**src/rtl/snake_pkg.sv**
```systemverilog
// Shared constants and types for the snake game datapath, food placement and renderer.
// Latency: n/a (package only).
// Backpressure: n/a (package only).
package snake_pkg;

    // Game state encoding driven by the game controller.
    localparam logic [1:0] RUNNING = 2'b00;
    localparam logic [1:0] DIE     = 2'b01;
    localparam logic [1:0] INITIAL = 2'b10;

    // Snake direction encoding.
    localparam logic [1:0] DIR_UP    = 2'b00;
    localparam logic [1:0] DIR_DOWN  = 2'b01;
    localparam logic [1:0] DIR_LEFT  = 2'b10;
    localparam logic [1:0] DIR_RIGHT = 2'b11;

    // Grid geometry: 5-bit coordinates; row/column 0 and the outer edge are wall.
    localparam int         COORD_W    = 5;
    localparam logic [4:0] GRID_X_MIN = 5'd1;
    localparam logic [4:0] GRID_X_MAX = 5'd30;
    localparam logic [4:0] GRID_Y_MIN = 5'd1;
    localparam logic [4:0] GRID_Y_MAX = 5'd22;

    // Food position shown after reset or a new game.
    localparam logic [4:0] FOOD_INIT_X = 5'd20;
    localparam logic [4:0] FOOD_INIT_Y = 5'd9;

    // Food LFSR start value; any nonzero value keeps the LFSR out of the lock-up state.
    localparam logic [15:0] LFSR_SEED = 16'hACE1;

    // Food placement search states.
    typedef enum logic [1:0] {
        ST_IDLE  = 2'd0,
        ST_DRAW  = 2'd1,
        ST_SCAN  = 2'd2,
        ST_PLACE = 2'd3
    } fg_state_t;

    function automatic logic in_range(input logic [4:0] c,
                                      input logic [4:0] lo,
                                      input logic [4:0] hi);
        return (c >= lo) && (c <= hi);
    endfunction

endpackage

```
**src/rtl/food_if.sv**
```systemverilog
// Bundle between the snake datapath (master) and the food placement engine (slave).
// Latency: n/a (wires only).
// Backpressure: none; get_food is a level, busy/food_valid report progress.
// Ports: game_state, get_food, snake_x_1dim, snake_y_1dim, snake_length toward the engine;
//        food_x, food_y, food_valid, busy back from it.
interface food_if #(
    parameter int MAX_LEN = 64
);
    localparam int LEN_W = $clog2(MAX_LEN);

    logic [1:0]           game_state;
    logic                 get_food;
    logic [MAX_LEN*5-1:0] snake_x_1dim;
    logic [MAX_LEN*5-1:0] snake_y_1dim;
    logic [LEN_W-1:0]     snake_length;
    logic [4:0]           food_x;
    logic [4:0]           food_y;
    logic                 food_valid;
    logic                 busy;

    modport master (
        output game_state, get_food, snake_x_1dim, snake_y_1dim, snake_length,
        input  food_x, food_y, food_valid, busy
    );

    modport slave (
        input  game_state, get_food, snake_x_1dim, snake_y_1dim, snake_length,
        output food_x, food_y, food_valid, busy
    );
endinterface

```
**src/rtl/lfsr16.sv**
```systemverilog
// 16-bit Fibonacci LFSR, shift-left, taps 15/13/12/10 fed into bit 0.
// Latency: q updates one cycle after en or load.
// Backpressure: none; holds value while en is low.
// Ports: clk, rst_n (sync, active-low), load (forces SEED), en (advance), q.
module lfsr16
    import snake_pkg::*;
#(
    parameter logic [15:0] SEED = LFSR_SEED
) (
    input  logic        clk,
    input  logic        rst_n,
    input  logic        load,
    input  logic        en,
    output logic [15:0] q
);

    always_ff @(posedge clk) begin
        if (!rst_n || load) begin
            q <= SEED;
        end else if (en) begin
            q <= {q[14:0], q[15] ^ q[13] ^ q[12] ^ q[10]};
        end
    end

endmodule

```
**src/rtl/food_gen.sv**
```systemverilog
// Food placement engine: draws LFSR candidates, rejects off-field or body cells, places food.
// Latency: 3 + len cycles from a get_food rising edge when the first candidate is accepted.
// Backpressure: get_food edges while busy are ignored; DIE freezes the whole search.
// Ports: clk, rst_n (sync, active-low), fif (food_if.slave: game state, body vectors,
//        get_food in; food_x/food_y/food_valid/busy out).
module food_gen
    import snake_pkg::*;
#(
    parameter int          MAX_LEN = 64,
    parameter logic [4:0]  X_MIN   = GRID_X_MIN,
    parameter logic [4:0]  X_MAX   = GRID_X_MAX,
    parameter logic [4:0]  Y_MIN   = GRID_Y_MIN,
    parameter logic [4:0]  Y_MAX   = GRID_Y_MAX,
    parameter logic [4:0]  INIT_X  = FOOD_INIT_X,
    parameter logic [4:0]  INIT_Y  = FOOD_INIT_Y,
    parameter logic [15:0] SEED    = LFSR_SEED
) (
    input  logic  clk,
    input  logic  rst_n,
    food_if.slave fif
);

    localparam int IDX_W = $clog2(MAX_LEN);

    fg_state_t        state_q, state_d;
    logic [IDX_W-1:0] idx_q, idx_d;
    logic [IDX_W-1:0] len_q, len_d;
    logic [4:0]       cand_x_q, cand_x_d;
    logic [4:0]       cand_y_q, cand_y_d;
    logic [4:0]       food_x_q, food_x_d;
    logic [4:0]       food_y_q, food_y_d;
    logic             food_valid_q, food_valid_d;
    logic             get_food_q;

    logic [15:0]      lfsr_q;
    logic             lfsr_en;
    logic [4:0]       draw_x;
    logic [4:0]       draw_y;
    logic [4:0]       seg_x;
    logic [4:0]       seg_y;
    logic             run;
    logic             init;
    logic             food_rise;
    logic             unused_lfsr_bits;

    assign run       = (fif.game_state == RUNNING);
    assign init      = (fif.game_state == INITIAL);
    assign food_rise = fif.get_food && !get_food_q;

    // Candidate fields straight from the LFSR; the remaining bits only feed the shift.
    assign draw_x           = lfsr_q[4:0];
    assign draw_y           = lfsr_q[12:8];
    assign unused_lfsr_bits = ^{lfsr_q[15:13], lfsr_q[7:5]};

    assign seg_x = fif.snake_x_1dim[idx_q*COORD_W +: COORD_W];
    assign seg_y = fif.snake_y_1dim[idx_q*COORD_W +: COORD_W];

    // The LFSR only moves on DRAW cycles, so candidate order is reproducible from reset.
    assign lfsr_en = run && (state_q == ST_DRAW);

    lfsr16 #(
        .SEED (SEED)
    ) u_lfsr (
        .clk   (clk),
        .rst_n (rst_n),
        .load  (init),
        .en    (lfsr_en),
        .q     (lfsr_q)
    );

    always_comb begin
        state_d      = state_q;
        idx_d        = idx_q;
        len_d        = len_q;
        cand_x_d     = cand_x_q;
        cand_y_d     = cand_y_q;
        food_x_d     = food_x_q;
        food_y_d     = food_y_q;
        food_valid_d = food_valid_q;

        // Anything other than RUNNING (DIE) holds every register in place.
        if (run) begin
            case (state_q)
                ST_IDLE: begin
                    if (food_rise) begin
                        state_d      = ST_DRAW;
                        // A zero length still scans segment 0 (the head).
                        len_d        = (fif.snake_length == '0) ? IDX_W'(1) : fif.snake_length;
                        // (0,0) is a wall cell, so the renderer never shows stale food here.
                        food_valid_d = 1'b0;
                        food_x_d     = '0;
                        food_y_d     = '0;
                    end
                end
                ST_DRAW: begin
                    if (in_range(draw_x, X_MIN, X_MAX) && in_range(draw_y, Y_MIN, Y_MAX)) begin
                        cand_x_d = draw_x;
                        cand_y_d = draw_y;
                        idx_d    = '0;
                        state_d  = ST_SCAN;
                    end
                end
                ST_SCAN: begin
                    if ((seg_x == cand_x_q) && (seg_y == cand_y_q)) begin
                        state_d = ST_DRAW;
                    end else if (idx_q == len_q - IDX_W'(1)) begin
                        state_d = ST_PLACE;
                    end else begin
                        idx_d = idx_q + IDX_W'(1);
                    end
                end
                ST_PLACE: begin
                    food_x_d     = cand_x_q;
                    food_y_d     = cand_y_q;
                    food_valid_d = 1'b1;
                    state_d      = ST_IDLE;
                end
                default: begin
                    state_d = ST_IDLE;
                end
            endcase
        end
    end

    always_ff @(posedge clk) begin
        if (!rst_n || init) begin
            state_q      <= ST_IDLE;
            idx_q        <= '0;
            len_q        <= IDX_W'(1);
            cand_x_q     <= '0;
            cand_y_q     <= '0;
            food_x_q     <= INIT_X;
            food_y_q     <= INIT_Y;
            food_valid_q <= 1'b1;
            get_food_q   <= 1'b0;
        end else begin
            state_q      <= state_d;
            idx_q        <= idx_d;
            len_q        <= len_d;
            cand_x_q     <= cand_x_d;
            cand_y_q     <= cand_y_d;
            food_x_q     <= food_x_d;
            food_y_q     <= food_y_d;
            food_valid_q <= food_valid_d;
            get_food_q   <= fif.get_food;
        end
    end

    assign fif.food_x     = food_x_q;
    assign fif.food_y     = food_y_q;
    assign fif.food_valid = food_valid_q;
    assign fif.busy       = (state_q != ST_IDLE);

endmodule

```
**src/flat_wrapper.sv**
```systemverilog
// flat-port wrapper written by rule: the top's interface ports become plain ports
module food_gen_flat import snake_pkg::*;
#(
    parameter int          MAX_LEN = 64,
    parameter logic [4:0]  X_MIN   = GRID_X_MIN,
    parameter logic [4:0]  X_MAX   = GRID_X_MAX,
    parameter logic [4:0]  Y_MIN   = GRID_Y_MIN,
    parameter logic [4:0]  Y_MAX   = GRID_Y_MAX,
    parameter logic [4:0]  INIT_X  = FOOD_INIT_X,
    parameter logic [4:0]  INIT_Y  = FOOD_INIT_Y,
    parameter logic [15:0] SEED    = LFSR_SEED
)
  (clk, rst_n, fif_game_state, fif_get_food, fif_snake_x_1dim, fif_snake_y_1dim, fif_snake_length, fif_food_x, fif_food_y, fif_food_valid, fif_busy);
  food_if #(.MAX_LEN(MAX_LEN)) fif_i ();
  input  logic clk;
  input  logic rst_n;
  input wire logic [$bits(fif_i.game_state)-1:0] fif_game_state;
  input wire logic [$bits(fif_i.get_food)-1:0] fif_get_food;
  input wire logic [$bits(fif_i.snake_x_1dim)-1:0] fif_snake_x_1dim;
  input wire logic [$bits(fif_i.snake_y_1dim)-1:0] fif_snake_y_1dim;
  input wire logic [$bits(fif_i.snake_length)-1:0] fif_snake_length;
  output wire logic [$bits(fif_i.food_x)-1:0] fif_food_x;
  output wire logic [$bits(fif_i.food_y)-1:0] fif_food_y;
  output wire logic [$bits(fif_i.food_valid)-1:0] fif_food_valid;
  output wire logic [$bits(fif_i.busy)-1:0] fif_busy;
  assign fif_i.game_state = fif_game_state;
  assign fif_i.get_food = fif_get_food;
  assign fif_i.snake_x_1dim = fif_snake_x_1dim;
  assign fif_i.snake_y_1dim = fif_snake_y_1dim;
  assign fif_i.snake_length = fif_snake_length;
  assign fif_food_x = fif_i.food_x;
  assign fif_food_y = fif_i.food_y;
  assign fif_food_valid = fif_i.food_valid;
  assign fif_busy = fif_i.busy;
  food_gen #(.MAX_LEN(MAX_LEN), .X_MIN(X_MIN), .X_MAX(X_MAX), .Y_MIN(Y_MIN), .Y_MAX(Y_MAX), .INIT_X(INIT_X), .INIT_Y(INIT_Y), .SEED(SEED)) u_core (.clk(clk), .rst_n(rst_n), .fif(fif_i));
endmodule
```
**config.mk**
```make
export PLATFORM = sky130hd
export DESIGN_NAME = food_gen_flat
export DESIGN_NICKNAME = d
export VERILOG_FILES = /design/src/rtl/snake_pkg.sv /design/src/rtl/food_if.sv /design/src/rtl/lfsr16.sv /design/src/rtl/food_gen.sv /design/src/flat_wrapper.sv
export SDC_FILE = /design/constraint.sdc
export NUM_CORES = 1
export LEC_CHECK = 0
export BUFFER_PORTS_ARGS = -buffer_cell sky130_fd_sc_hd__buf_2
export CORE_AREA = 5 5 252 254
export DETAILED_ROUTE_END_ITERATION = 10
export DIE_AREA = 0 0 257 259
export GPL_TIMING_DRIVEN = 0
export HOLD_SLACK_MARGIN = 0.08
export PLACE_DENSITY = 0.39
export SYNTH_ARGS = -nofsm -noshare
export SYNTH_HDL_FRONTEND = slang
export SYNTH_SLANG_ARGS = --single-unit
```
**constraint.sdc**
```tcl
create_clock -name clk -period 3.5 [get_ports clk]
set_input_delay 0.35 -clock clk [delete_from_list [all_inputs] [get_ports clk]]
set_output_delay 0.35 -clock clk [all_outputs]
set_load 0.01 [all_outputs]
```
Word level (Yosys, flattened, before mapping)
Cells that the tools add are included.
{ "word_totals": {"inputBits": 651, "out_inout_bits": 12, "latchBits": 0, "memories": 0, "mem_bits_ro": 0, "wordCells": 69, "mem_bits_rw": 0, "register_bits": 52} }
{ "classes": {"eq_ne": 12, "n_div": 0, "multipliers": 1, "muxes": 15, "addsub": 2, "reduce_logical": 20, "bitwise_logic": 3, "shifts": 2, "magnitude_cmp": 4} }
{ "op_table": {"columns": ["op", "count"], "rows": [
  ["$shiftx 320x10->5", 2],
  ["$mux 6", 4],
  ["$pmux 5 s2", 2],
  ["$pmux 6 s2", 1],
  ["$eq 5x5->1", 2],
  ["$ge 5x1->1 const B", 2],
  ["$le 5x5->1 const B", 2],
  ["$mul 6x3->9 const B", 1],
  ["$reduce_and 3->1", 3],
  ["$mux 2", 4],
  ["$pmux 2 s4", 1],
  ["$add 6x1->6 const B", 1],
  ["$eq 2x2->1 const B", 3],
  ["$eq 6x6->1", 1],
  ["$logic_and 1x1->1", 6],
  ["$logic_not 6->1", 1],
  ["$ne 2x2->1 const B", 3],
  ["$reduce_bool 2->1", 3],
  ["$sub 6x1->6 const B", 1],
  ["$mux 5", 1],
  ["$reduce_and 5->1", 1],
  ["$logic_not 2->1", 2],
  ["$reduce_and 4->1", 1],
  ["$ne 3x1->1 const B", 1],
  ["other kinds (7)", 10]
]} }

Logic depth before layout (Yosys ltp)
{ "logic_depth": {"word_depth": 6, "depth_mapped": 15, "ltp_nobuf": 11} }

Modules after synthesis
Synthesis repeated with hierarchy kept, for this count alone.
{ "hier_totals": {"hier_cells": 742, "hier_area_um2": 7866.3} }
{ "modules_own_cells": {"columns": ["module", "seq_area_each_um2", "instances", "area_per_inst_um2", "cells_each"], "rows": [
  ["food_gen", 720.7, 1, 7254.5, 685],
  ["lfsr16", 320.3, 1, 611.8, 57]
]} }

Worst setup path after synthesis
OpenSTA, ideal clock, no wires.
{ "synth_path": {"path_kind": "register -> register", "start": "register u_core.idx_q[0]", "end": "register u_core.idx_q[3]", "synth_period_minus_slack_ns": 2.964, "setup_time_ns": 0.123, "t_arrival_ns": 2.840, "slack_ns": 0.536, "t_required_ns": 3.377, "stages_incl_launch_ff": 12, "path_buffers": 3, "cell_sequence": "dfxtp_1 buf_6 buf_6 buf_6 mux4_2 mux4_2 xnor2_1 o21ai_1 a211oi_1 nand3_2 nand4_2 mux2_1"} }
{ "synth_via": {"elab_chain_cells": 6, "word_cells_on_any_way": 14, "cone_classes": "add/sub: 1; mul: 1; eq/ne: 5; shift: 2; mux: 3; reduce/logical: 2"} }
{ "synth_rtl": {"columns": ["element", "line_no", "source"], "rows": [
  ["start: declaration", "food_gen.sv:26", "logic [IDX_W-1:0] idx_q, idx_d;"],
  ["start signal: assignment", "food_gen.sv:138", "idx_q <= idx_d;"],
  ["$mul 6x3->9", "food_gen.sv:55, food_gen.sv:56", null],
  ["$shiftx 320x10->5, on equally long branches", "food_gen.sv:55, food_gen.sv:56", null],
  ["$eq 5x5->1", "food_gen.sv:104", "if ((seg_x == cand_x_q) && (seg_y == cand_y_q)) begin"],
  ["$logic_and 1x1->1", "food_gen.sv:104", null],
  ["$ne 2x2->1 (no source line)", null, null],
  ["$reduce_and 5->1 (no source line)", null, null]
]} }
Parallel ways exist; a longest one is shown, timed or not. The select of a mux whose other input is x is not followed.
A chain may end at the register's enable or synchronous reset.

Worst setup path in the final report
{ "layout_path": {"start": "register u_core.idx_q[3]", "end": "register u_core.idx_q[3]"} }
Same word-level chain as after synthesis.

==> impl_metrics.yaml <==
outcome:
  status: "finished clean"
timing:
  fin_skew_ns: 0.00508
  finalHoldViolCount: 0
  worstMarginPinSlew_ns: 0.857
  drv_slew: 0
  rsz0062_at_grt: "true"
  fmax_mhz: 286
  slew_headroom_pct: 42.7
  period_share_pct: 99.9
  setup_viol: 0
  fin_crit_ns: 3.50
detailed_routing:
  dr.pass1.iters: 5
  vias: 10900
  route.final.wire_length_um: 73100
  ant_nets: 0
  via_per_inst: 4.67
  drc_errors: 0
  avgRoutedWirePerCell_um: 31.3
  drt_iter0_drc: 722
floorplanning:
  die_h_um: 259
  fp.dieArea_sq_um: 66600
  rows: 91
  ios: 663
  coreArea_sq_um: 61000
  die_w_um: 257
  initial_utilization_pct: 13.2
logic_synthesis:
  seq_area_frac_synth_pct: 12.9
  async_flop_share_pct: 0
  netlist_instances: 834
  yosysUniqueCellTypes: 68
  yosys_warnings: 0
  syn_avg_cell_area_sq_um: 9.64
  ys_seq_elements: 52
  syn_area_sq_um: 8040
  synth-edff-count: 0
  synth-main-ff-cell: "dfxtp_1"
  syn_nets: 1487
clock_network:
  clk_pin_slew_worst_paths_ns: 0.07
  cts-root-buf: "clkbuf_16"
  htree_levels: 2
  cts_sinks: 52
  cts-buffers-inserted: 5
  cts_hold_buf: 0
  cts_tree: "done"
  clk_path_buf_depth: 2
  clock_latency_ns: 0.30
pwr:
  p_comb_share_pct: 39.7
  ir_drop_uv: 169
  power_frac_seq_pct: 33.3
  p_switching_mw: 0.535
  p_leak_nw: 5.54
  p_int_mw: 1.27
  clkPwrFrac_pct: 27.0
  swShare_pct: 29.6
  power_density_nw_per_um2: 133
critical_path:
  cp_max_fo: 10
  crit_chain: "buf_4 -> inv_1 -> nor2_1 -> o211ai_1 -> o311a_1 -> a211oi_2 -> xor2_1 -> a2111oi_4 -> nand3_2 -> nand4_4 -> mux2_4"
  cp_top_family: "compound AO/OA/AOI/OAI gates"
  cp_slowest_cell: "a2111oi_4"
  path_class: "register to register"
  setup.worst_path.end_class: "register"
  worstPathArrival_ns: 3.68
  cp-start-kind: "register"
  critical_path.max_stage_delay_ns: 0.47
  path_buf_inv: 2
  crit_required_ns: 3.68
placed_design:
  post_dp_cell_area_sq_um: 12300
  gp_congestion: 0.902
  numPortBuffers: 662
  dp_hpwl_um: 63000
global_routing:
  track_usage_pct: 20.7
  first_global_vias: 11700
  antenna_found_initial: 24
  grt-ovfl-total: 0
  grt_pass1_wl_um: 96700
  grt_max_degree: 17
final_layout:
  final_area_sq_um: 13600
  final_nets: 2186
  final_util_pct: 22.3
  mostFrequentLayoutCell: "buf_2"
  areaGrowthSynthToFinish_pct: 69.4
  layout-drive-gt1-share_pct: 61.7
  layout_common_cells: "665 x buf_2, 124 x mux2i_1, 93 x mux4_2, 69 x nand2_1, 57 x a22oi_1"
  nFillCells: 6881
hold_path:
  hold_class: "input pin to register"
flow_run:
  drv_cap: 0
kinds of logic (layout without fill, tap and decap cells):
group,after synthesis,after routing,synth area share (%)
xor gates and xnor gates,24,24,2.61
buffers and inverters,92,792,6.75
DFF,52,52,12.9
AOI/OAI and AO/OA,176,176,15.7
other,0,7,0
and+or+nand+nor,235,235,14.1
adders and majority gates,2,2,0.311
muxes,253,253,47.5
power by group through the flow:
stage | clock, mW | combinational [mW] | sequential [mW]
after CTS | 0.506 | 0.712 | 0.603
after global placement | 0 | 0.687 | 0.617
after floorplan | 0 | 0.216 | 0.616
after global routing | 0.525 | 0.768 | 0.602
after detailed placement | 0 | 0.694 | 0.617
final | 0.488 | 0.719 | 0.602
cell usage after synthesis, drive strengths merged, types with 7 or more instances:
| library cell | count | share of area [%] |
|---|---|---|
| dfxtp | 52 | 13 |
| clkbuf | 22 | 1.0 |
| mux4 | 99 | 28 |
| and2 | 10 | 0.78 |
| a22oi | 66 | 6.2 |
| buf | 61 | 5.3 |
| nor2 | 56 | 2.6 |
| nor3 | 9 | 0.56 |
| nor2b | 12 | 0.93 |
| o21ai | 14 | 0.87 |
| nand3 | 32 | 2.1 |
| mux2i | 136 | 17 |
| a21oi | 30 | 1.9 |
| xnor2 | 18 | 2.0 |
| nand4 | 11 | 0.93 |
| a211oi | 7 | 0.65 |
| mux2 | 18 | 2.5 |
| a31oi | 9 | 0.70 |
| a32oi | 7 | 0.76 |
| nand2 | 72 | 3.4 |
| inv | 9 | 0.42 |
metal layers:
metal  track usage [%]  vias to the layer above  routed length, um
met5                 0                        -                 83
met1              25.5                     5305              29500
met3              5.92                      111               6210
li1                  -                     4743                  -
met4              4.58                       14               2080
met2              36.1                      707              35100
metrics by stage:
stage | hold WS [ns] | TNS, ns | std cells | power [mW] | worst slack (ns)
after floorplan | 0.432 | 0 | 834 | 0.832 | 0.536
after global placement | 0.447 | -12.43 | 2286 | 1.30 | -1.76
after detailed placement | 0.448 | -12.76 | 2286 | 1.31 | -1.79
after CTS | 0.281 | 0 | 2303 | 1.82 | 0.00127
after global routing | 0.309 | -0.100 | 2324 | 1.90 | -0.0770
final | 0.284 | 0 | 2331 | 1.81 | 0.00209
registers in the layout, summed over array words and instances, names as in the netlist:
name,cells
u_core.cand_x_q,5
u_core.cand_y_q,5
u_core.fif.food_valid,1
u_core.fif.food_x,5
u_core.fif.food_y,5
u_core.get_food_q,1
u_core.idx_q,6
u_core.len_q,6
u_core.state_q,2
u_core.u_lfsr.q,16
worst register-to-register path, delay by kind of cell (launching register included):
family,cells,cell delay (ns)
AO/OA/AOI/OAI,4,1.25
AND/OR/NAND/NOR,3,0.79
buffers and inverters,2,0.45
flip-flops,1,0.43
multiplexers,1,0.30
XOR/XNOR,1,0.16
final cells by class:
cell class	instances	area (sq um)	area share, %
Clock inverter	3	18.8	0.138
Sequential cell	52	1050	7.71
Clock buffer	5	125	0.918
Antenna cell	7	17.5	0.129
Multi-Input combinational cell	690	6790	49.8
Buffer	79	925	6.79
Inverter	9	33.8	0.248
Tap cell	790	988	7.25
Timing Repair Buffer	696	3680	27.0
path summary, 6_finish.rpt:
check / start / to / slack (ns) / cells past startpoint
hold reg to reg: u_core.u_lfsr.q[7] / u_core.u_lfsr.q[8] / 0.46 / 2
hold / removal: fif_get_food / u_core.get_food_q / 0.28 / 2
setup reg to reg: u_core.idx_q[3] / u_core.idx_q[3] / 0.002 / 11
setup / recovery: u_core.idx_q[3] / u_core.idx_q[3] / 0.002 / 11
repair_timing:
item / in CTS / in global routing
pin swaps: 15 / 17
cloned: 0 / 0
setup endpoints to repair: 8 / 8
gates resized for setup: 171 / 45
buffers inserted: 12 / 22
Note: power is estimated with default switching activity, not from simulation.
